**src/rtl/tom_addr_pkg.sv**
```systemverilog
// Shared definitions for the Tom blitter address-register load path:
// grant encodings, pointer selects and the default starvation limit.
package tom_addr_pkg;

  typedef enum logic [1:0] {
    GNT_IDLE  = 2'd0,
    GNT_GPU   = 2'd1,
    GNT_ADDQ1 = 2'd2,
    GNT_ADDQ2 = 2'd3
  } gnt_e;

  localparam logic SEL_A1 = 1'b0;
  localparam logic SEL_A2 = 1'b1;

  localparam int STARVE_MAX_DEF = 4;

endpackage

```
**src/rtl/addrload_hold.sv**
```systemverilog
// One-deep GPU write holding buffer: captures a pointer write and keeps it
// on hold_data until the arbiter's GPU load cycle drains it.
module addrload_hold
  import tom_addr_pkg::*;
#(
  parameter int DATA_W = 32
) (
  input  logic              clk,
  input  logic              resetl,
  input  logic              gpu_wr,
  input  logic              gpu_sel,
  input  logic [DATA_W-1:0] gpu_wdata,
  input  logic              drain,
  output logic              hold_vld,
  output logic              hold_sel,
  output logic [DATA_W-1:0] hold_data,
  output logic              wr_drop
);

  logic accept;

  // A draining buffer is refilled at the same edge it empties, so a write
  // landing in the load cycle never stalls.
  assign accept  = gpu_wr && (!hold_vld || drain);
  assign wr_drop = gpu_wr && hold_vld && !drain;

  always_ff @(posedge clk or negedge resetl) begin
    if (!resetl) begin
      hold_vld  <= 1'b0;
      hold_sel  <= SEL_A1;
      hold_data <= '0;
    end else if (accept) begin
      hold_vld  <= 1'b1;
      hold_sel  <= gpu_sel;
      hold_data <= gpu_wdata;
    end else if (drain) begin
      hold_vld  <= 1'b0;
    end
  end

endmodule

```
**src/rtl/addrload_ctl.sv**
```systemverilog
// Address-register load sequencer: arbitrates held GPU writes against ADDQ
// updates, one pointer load per cycle. Optional macro ADDRLOAD_OVERRUN_EN
// adds the sticky write-while-busy overrun flag.
module addrload_ctl
  import tom_addr_pkg::*;
#(
  parameter int STARVE_MAX = STARVE_MAX_DEF,
  parameter int CNT_W      = 3
) (
  input  logic        clk,
  input  logic        resetl,
  input  logic        gpu_wr,
  input  logic        gpu_sel,
  input  logic [31:0] gpu_wdata,
  output logic        gpu_busy,
  output logic [31:0] hold_data,
  input  logic [1:0]  addq_req,
  output logic [1:0]  addq_ack,
  output logic        addqsel,
  output logic        a1_ld,
  output logic        a2_ld,
  output logic        overrun,
  input  logic        overrun_clr
);

  localparam int              DATA_W     = 32;
  localparam logic [CNT_W-1:0] STARVE_LIM = CNT_W'(STARVE_MAX);

  logic             hold_vld;
  logic             hold_sel;
  logic             wr_drop;
  logic             drain;
  logic             full_p0;
  gnt_e             gnt_p0;
  gnt_e             gnt_p1;
  logic [CNT_W-1:0] cnt_p0;
  logic [CNT_W-1:0] cnt_p1;
  logic             a1_p0;
  logic             a2_p0;
  logic [1:0]       ack_p0;
  logic             addqsel_p0;

  addrload_hold #(
    .DATA_W (DATA_W)
  ) u_hold (
    .clk       (clk),
    .resetl    (resetl),
    .gpu_wr    (gpu_wr),
    .gpu_sel   (gpu_sel),
    .gpu_wdata (gpu_wdata),
    .drain     (drain),
    .hold_vld  (hold_vld),
    .hold_sel  (hold_sel),
    .hold_data (hold_data),
    .wr_drop   (wr_drop)
  );

  assign gpu_busy = hold_vld;
  // The held write is being consumed this cycle; it no longer competes.
  assign drain    = (gnt_p1 == GNT_GPU);
  assign full_p0  = hold_vld && !drain;

  // ---- p0: decision from current state and sampled requests ----
  always_comb begin
    gnt_p0     = GNT_IDLE;
    cnt_p0     = cnt_p1;
    a1_p0      = 1'b0;
    a2_p0      = 1'b0;
    ack_p0     = 2'b00;
    addqsel_p0 = addqsel;

    if (full_p0 && (cnt_p1 == STARVE_LIM)) gnt_p0 = GNT_GPU;
    else if (addq_req[0])                  gnt_p0 = GNT_ADDQ1;
    else if (addq_req[1])                  gnt_p0 = GNT_ADDQ2;
    else if (full_p0)                      gnt_p0 = GNT_GPU;

    case (gnt_p0)
      GNT_GPU: begin
        addqsel_p0 = 1'b0;
        a1_p0      = (hold_sel == SEL_A1);
        a2_p0      = (hold_sel == SEL_A2);
        cnt_p0     = '0;
      end
      GNT_ADDQ1: begin
        addqsel_p0 = 1'b1;
        a1_p0      = 1'b1;
        ack_p0     = 2'b01;
        if (full_p0 && (cnt_p1 != STARVE_LIM)) cnt_p0 = cnt_p1 + CNT_W'(1);
      end
      GNT_ADDQ2: begin
        addqsel_p0 = 1'b1;
        a2_p0      = 1'b1;
        ack_p0     = 2'b10;
        if (full_p0 && (cnt_p1 != STARVE_LIM)) cnt_p0 = cnt_p1 + CNT_W'(1);
      end
      default: ;
    endcase
  end

  // ---- p1: load cycle outputs ----
  always_ff @(posedge clk or negedge resetl) begin
    if (!resetl) begin
      gnt_p1   <= GNT_IDLE;
      cnt_p1   <= '0;
      a1_ld    <= 1'b0;
      a2_ld    <= 1'b0;
      addq_ack <= 2'b00;
      addqsel  <= 1'b0;
    end else begin
      gnt_p1   <= gnt_p0;
      cnt_p1   <= cnt_p0;
      a1_ld    <= a1_p0;
      a2_ld    <= a2_p0;
      addq_ack <= ack_p0;
      addqsel  <= addqsel_p0;
    end
  end

`ifdef ADDRLOAD_OVERRUN_EN
  // A new offending write outranks a simultaneous clear.
  always_ff @(posedge clk or negedge resetl) begin
    if (!resetl)          overrun <= 1'b0;
    else if (wr_drop)     overrun <= 1'b1;
    else if (overrun_clr) overrun <= 1'b0;
  end
`else
  logic unused_ovr;
  assign unused_ovr = overrun_clr ^ wr_drop;
  assign overrun    = 1'b0;
`endif

endmodule

```
**config.mk**
```make
export PLATFORM = sky130hd
export DESIGN_NAME = addrload_ctl
export DESIGN_NICKNAME = d
export VERILOG_FILES = /design/src/rtl/tom_addr_pkg.sv /design/src/rtl/addrload_hold.sv /design/src/rtl/addrload_ctl.sv
export SDC_FILE = /design/constraint.sdc
export NUM_CORES = 1
export LEC_CHECK = 0
export ABC_CLOCK_PERIOD_IN_PS = 1700
export CAP_MARGIN = 20
export CORE_AREA = 2 2 70 72
export DETAILED_ROUTE_END_ITERATION = 10
export DIE_AREA = 0 0 72 74
export PLACE_DENSITY = 0.83
export SLEW_MARGIN = 10
export SYNTH_ARGS = -nofsm -noshare
export SYNTH_HDL_FRONTEND = slang
export SYNTH_SLANG_ARGS = --single-unit
```
**constraint.sdc**
```tcl
create_clock -name clk -period 1.7 [get_ports clk]
set_input_delay 0.425 -clock clk [delete_from_list [all_inputs] [get_ports clk]]
set_output_delay 0.425 -clock clk [all_outputs]
set_load 0.05 [all_outputs]
```
## Word-level counts from Yosys, hierarchy flattened

Index checks and enable logic that the tools add are counted.

| cells by class | value |
|---|---|
| multiplexer cells | 12 |
| reduce and logical (&&, ||, !) cells | 11 |
| div/mod/pow operators | 0 |
| shifts and indexed selects | 0 |
| multipliers | 0 |
| bitwise logic cells | 1 |
| eq/ne operators | 7 |
| order comparisons | 0 |
| $add $sub $neg | 1 |

Operator list:

| cell | count |
|---|---|
| 2-to-1 mux 2 bit | 3 |
| case mux 1 bit (2 select lines) | 3 |
| case mux 3 bit (2 select lines) | 1 |
| == test 2 x 1 -> 1 bit (second input constant) | 2 |
| == test 2 bit (second input constant) | 2 |
| logical AND 1 bit | 4 |
| case mux 2 bit (2 select lines) | 1 |
| nonzero test 2 bit | 2 |
| adder 3 x 1 -> 3 bit (second input constant) | 1 |
| == test 3 bit (second input constant) | 1 |
| 2-to-1 mux 1 bit | 3 |
| 2-to-1 mux 3 bit | 1 |
| != test 3 bit (second input constant) | 1 |
| logical NOT 1 bit | 2 |
| != test 2 x 1 -> 1 bit (second input constant) | 1 |
| AND reduction 2 bit | 1 |
| OR reduction 2 bit | 1 |
| logical OR 1 bit | 1 |
| inverter 1 bit | 1 |

| word-level totals | value |
|---|---|
| logic and storage cells | 41 |
| RAM bits | 0 |
| memories | 0 |
| bits in read-only memories | 0 |
| output and inout bits | 39 |
| register bits | 44 |
| bits in latches | 0 |
| input bits | 39 |

## Depth between registers and ports, before layout

| logic depth | value |
|---|---|
| word-level depth | 11 |
| mapped depth | 5 |
| depth with buffers taken out | 5 |

## Cells and area by module

Synthesis repeated with hierarchy kept, for this count alone.

| unflattened totals | value |
|---|---|
| cell total of the unflattened synthesis | 120 |
| area, all modules | 1,903.1 sq um |

By module, submodules not included:

| module | cells each | area each (sq um) | seq. area each (sq um) | instances |
|---|---|---|---|---|
| addrload_hold | 75 | 1,431.4 | 850.8 | 1 |
| addrload_ctl | 45 | 471.7 | 250.2 | 1 |

## Worst setup path after synthesis

No wires, ideal clock.

| timing path | value |
|---|---|
| path type | reg2reg |
| from | register u_hold.hold_vld |
| to | register u_hold.hold_data[0] |
| data required time | 1.575 ns |
| arrival time | 1.504 ns |
| cell stages (with the launch flop) | 5 |
| clock period less this slack | 1.629 ns |
| library setup time | 0.125 ns |
| setup slack | 0.071 ns |
| path through | dfrtp_1 -> buf_2 -> a21boi_4 -> buf_6 -> mux2_2 |

| between the ends | value |
|---|---|
| longest elaborated chain between the ends | 3 |

Ends and longest elaborated chain:

| item | RTL line | RTL |
|---|---|---|
| from (decl) | addrload_hold.sv:14 | `output logic hold_vld,` |
| from (signal assigned) | addrload_hold.sv:29 | `hold_vld <= 1'b0;` |
| from (signal assigned) | addrload_hold.sv:33 | `hold_vld <= 1'b1;` |
| from (signal assigned) | addrload_hold.sv:37 | `hold_vld <= 1'b0;` |
| logical NOT 1 bit | addrload_hold.sv:24 | `assign accept = gpu_wr && (!hold_vld \|\| drain);` |
| logical OR 1 bit | addrload_hold.sv:24 |  |
| logical AND 1 bit | addrload_hold.sv:24 |  |
| to (signal assigned) | addrload_hold.sv:35 | `hold_data <= gpu_wdata;` |
| to (decl) | addrload_hold.sv:16 | `output logic [DATA_W-1:0] hold_data,` |

No other way between the ends.
A chain may end at the register's enable or synchronous reset.

## Final worst setup path

| timing path | value |
|---|---|
| from | input port gpu_wr |
| to | register u_hold.hold_data[4] |

| between the ends | value |
|---|---|
| longest elaborated chain between the ends | 1 |

Ends and longest elaborated chain:

| item | RTL line | RTL |
|---|---|---|
| from (decl) | addrload_ctl.sv:12 | `input logic gpu_wr,` |
| logical AND 1 bit | addrload_hold.sv:24 |  |

No other way between the ends.

==> impl_metrics.py <==
metrics = {
    "die": {
        "io_pins": 78,
        "die-area_um2": 5330,
        "dieWidth_um": 72,
        "die_y_um": 74,
        "fp.coreArea_um2": 4600,
        "rows": 25,
        "start_util": 0.384,
    },
    "critical_path": {
        "crit_chain": "clkdlybuf4s50_1 > a21boi_4 > buf_12 > mux2_2",
        "path_buf_inv": 2,
        "reg2reg_from": "cnt_p1[0]",
        "critPathRequiredTime_ps": 1880,
        "critical_path_class": "in2reg",
        "arrival_ps": 1690,
        "cp_max_fo": 25,
        "r2r_cells": 5,
        "reg2reg_slack_ps": 220,
        "critical_path.max_stage_delay_ps": 480,
        "startpoint_type": "input pin",
        "worst_setup_path_end_kind": "register",
        "cp_slowest_cell": "clkdlybuf4s50_1",
        "crit_family": "buffers and inverters",
        "rr_endpoint": "a2_ld",
    },
    "clocking": {
        "cts_root_buf": "clkbuf_8",
        "cts.clk_slew.worst_paths_ps": 80,
        "clock_latency_ps": 290,
        "cts_sinks": 44,
        "ctsResizeCount": 0,
        "numCtsBuffers": 5,
        "tritoncts": "done",
        "htreeDepth": 2,
        "cts-hold-fix-buffers": 0,
        "postCtsSetupBuffers": 0,
        "clock_path_buffers": 2,
    },
    "sta": {
        "whs_ps": 86.4,
        "drv_slew": 0,
        "final.period_utilization": 0.891,
        "setup_viol": 0,
        "rsz0062_at_grt": "false",
        "hold_viol": 0,
        "fin_crit_ps": 1510,
        "finClkSkew_ps": 9.61,
        "fmax_mhz": 661,
    },
    "logic_synthesis": {
        "synth_area_um2": 1760,
        "ys_warn_count": 0,
        "synth_fp_nets": 158,
        "ys_types": 27,
        "synth_ff_type": "dfrtp_1",
        "yosysMostFrequentCell": "dfrtp_1",
        "async_flop_share": 1.00,
        "yosysTopAreaCellShare": 0.624,
        "synthTopCellsByCount": "44 x dfrtp_1, 30 x mux2_2, 5 x inv_1",
        "syn_inst": 117,
        "ys_ff_latch": 44,
        "avgSynthCellArea_um2": 15.1,
        "yosys-top-cells-area": "dfrtp_1 62%, mux2_2 19%, buf_6 2.6%",
        "yosysTopAreaCell": "dfrtp_1",
        "synth_edf_count": 0,
        "synth-seq-area-share": 0.624,
    },
    "pwr": {
        "p_sw_frac": 0.453,
        "pwr-share-seq": 0.309,
        "powerDensity_nw_per_um2": 2150,
        "switchingPower_mw": 2.56,
        "p_leak_nw": 1.20,
        "p_clk_frac": 0.151,
        "pwr-share-comb": 0.539,
        "internal_power_mw": 3.10,
        "peakVddDrop_uv": 1180,
    },
    "grt": {
        "grt_antenna_before_repair": 0,
        "grt_first_pass_wirelength_mm": 5.69,
        "grt_max_degree": 26,
        "grt_pass1_vias": 1277,
        "grt_usage": 0.138,
        "grt-ovfl-total": 0,
    },
    "drt": {
        "ant_nets": 0,
        "drcViolationCount": 0,
        "routedWlPerCell_um": 13.6,
        "drtPass1Iterations": 4,
        "num_vias": 1222,
        "avgViaCountPerCell": 4.81,
        "totalWireLength_mm": 3.47,
        "drt_iter0_drc": 41,
    },
    "outcome": {
        "status": "finished clean",
    },
    "layout": {
        "diodes": 0,
        "drive_gt1_frac": 0.435,
        "syn_to_final_growth_pct": 49.3,
        "nets": 240,
        "final_util": 0.573,
    },
    "job": {
        "cap_viol_max_count": 0,
    },
    "hold_path": {
        "hold_path_class": "in2async",
    },
    "placed_design": {
        "place_congestion": 0.804,
        "numPortBuffers": 75,
        "hpwl_mm": 2.61,
    },
}
-- stage by stage --
step                power [mW]  area, um^2  setup TNS [ps]  setup WS (ps)  instances
floorplan                 3.88        1760               0           71.3        117
global placement          4.79        2510           -3170           -102        246
detailed placement        4.86        2510           -3800           -126        246
CTS                       5.73        2630               0            188        254
global route              5.93        2630               0            121        254
finish                    5.66        2630               0            186        254
-- final cells by class --
| type | instances | area (um^2) |
|---|---|---|
| clock buffers | 7 | 96.3 |
| clock inverters | 1 | 30.0 |
| fillers | 394 | 1960 |
| inverters | 5 | 18.8 |
| multi-input cells | 62 | 587 |
| flip-flops and latches | 44 | 1100 |
| well taps | 54 | 67.6 |
| repair buffers | 81 | 733 |
-- cell usage in the layout (no fill, tap or decap), types with 2 or more instances in the layout --
cell and n:
clkbuf_8 7, buf_4 41, inv_1 5, nand2_1 2, nand3_1 2, a21oi_1 4, a22o_1 2, dfrtp_1 44
clkdlybuf4s50_1 36, ha_1 2, mux2_2 30, buf_12 3, mux2_1 3, and2_1 2, o22ai_1 2
-- sequential cells by signal (all words and copies together) (netlist names) --
name / count
u_hold.hold_data: 32
cnt_p1: 3
gnt_p1: 2
a1_ld: 1
u_hold.hold_sel: 1
addqsel: 1
a2_ld: 1
u_hold.hold_vld: 1
addq_ack: 2
-- worst register-to-register path, stage by stage, from the launching register on --
cell,delay [ps]
dfrtp_1,390
inv_1,90
ha_1,200
and2_1,200
nand3_1,200
a31o_2,290
-- power by group through the flow --
stage | logic (mW) | clock network, mW | registers, mW
global route | 3.19 | 0.919 | 1.82
CTS | 3.09 | 0.878 | 1.76
floorplan | 0.638 | 0 | 3.24
global placement | 3.04 | 0 | 1.75
finish | 3.05 | 0.856 | 1.75
detailed placement | 3.08 | 0 | 1.78
-- worst max path at each step --
stage	startpoint	to	slack, ps	depth (start not counted)
after detailed placement	gpu_wr	u_hold.hold_data[24]	-130	4
after floorplan	u_hold.hold_vld	u_hold.hold_data[0]	70	4
final	gpu_wr	u_hold.hold_data[4]	190	4
after global routing	gpu_wr	u_hold.hold_data[24]	120	4
after CTS	gpu_wr	u_hold.hold_data[24]	190	4
after global placement	gpu_wr	u_hold.hold_data[19]	-100	4
-- layer usage --
metal,share of wire,global-route usage,up-vias
met5,0,0,-
met4,0.017,0.0482,0
met3,0.084,0.0501,8
met2,0.50,0.247,55
met1,0.40,0.153,588
li1,-,-,571
-- logic make-up (layout without fill, tap and decap cells) --
family	Yosys count	count (layout)	synth area share
compound gates	13	13	0.0589
fa+ha+maj	2	2	0.0142
buf+inv	11	94	0.0433
flops	44	44	0.624
mux	34	34	0.216
other cells	1	1	0.00213
simple gates	12	12	0.0411
No activity file was read; power rests on OpenSTA's default activity.
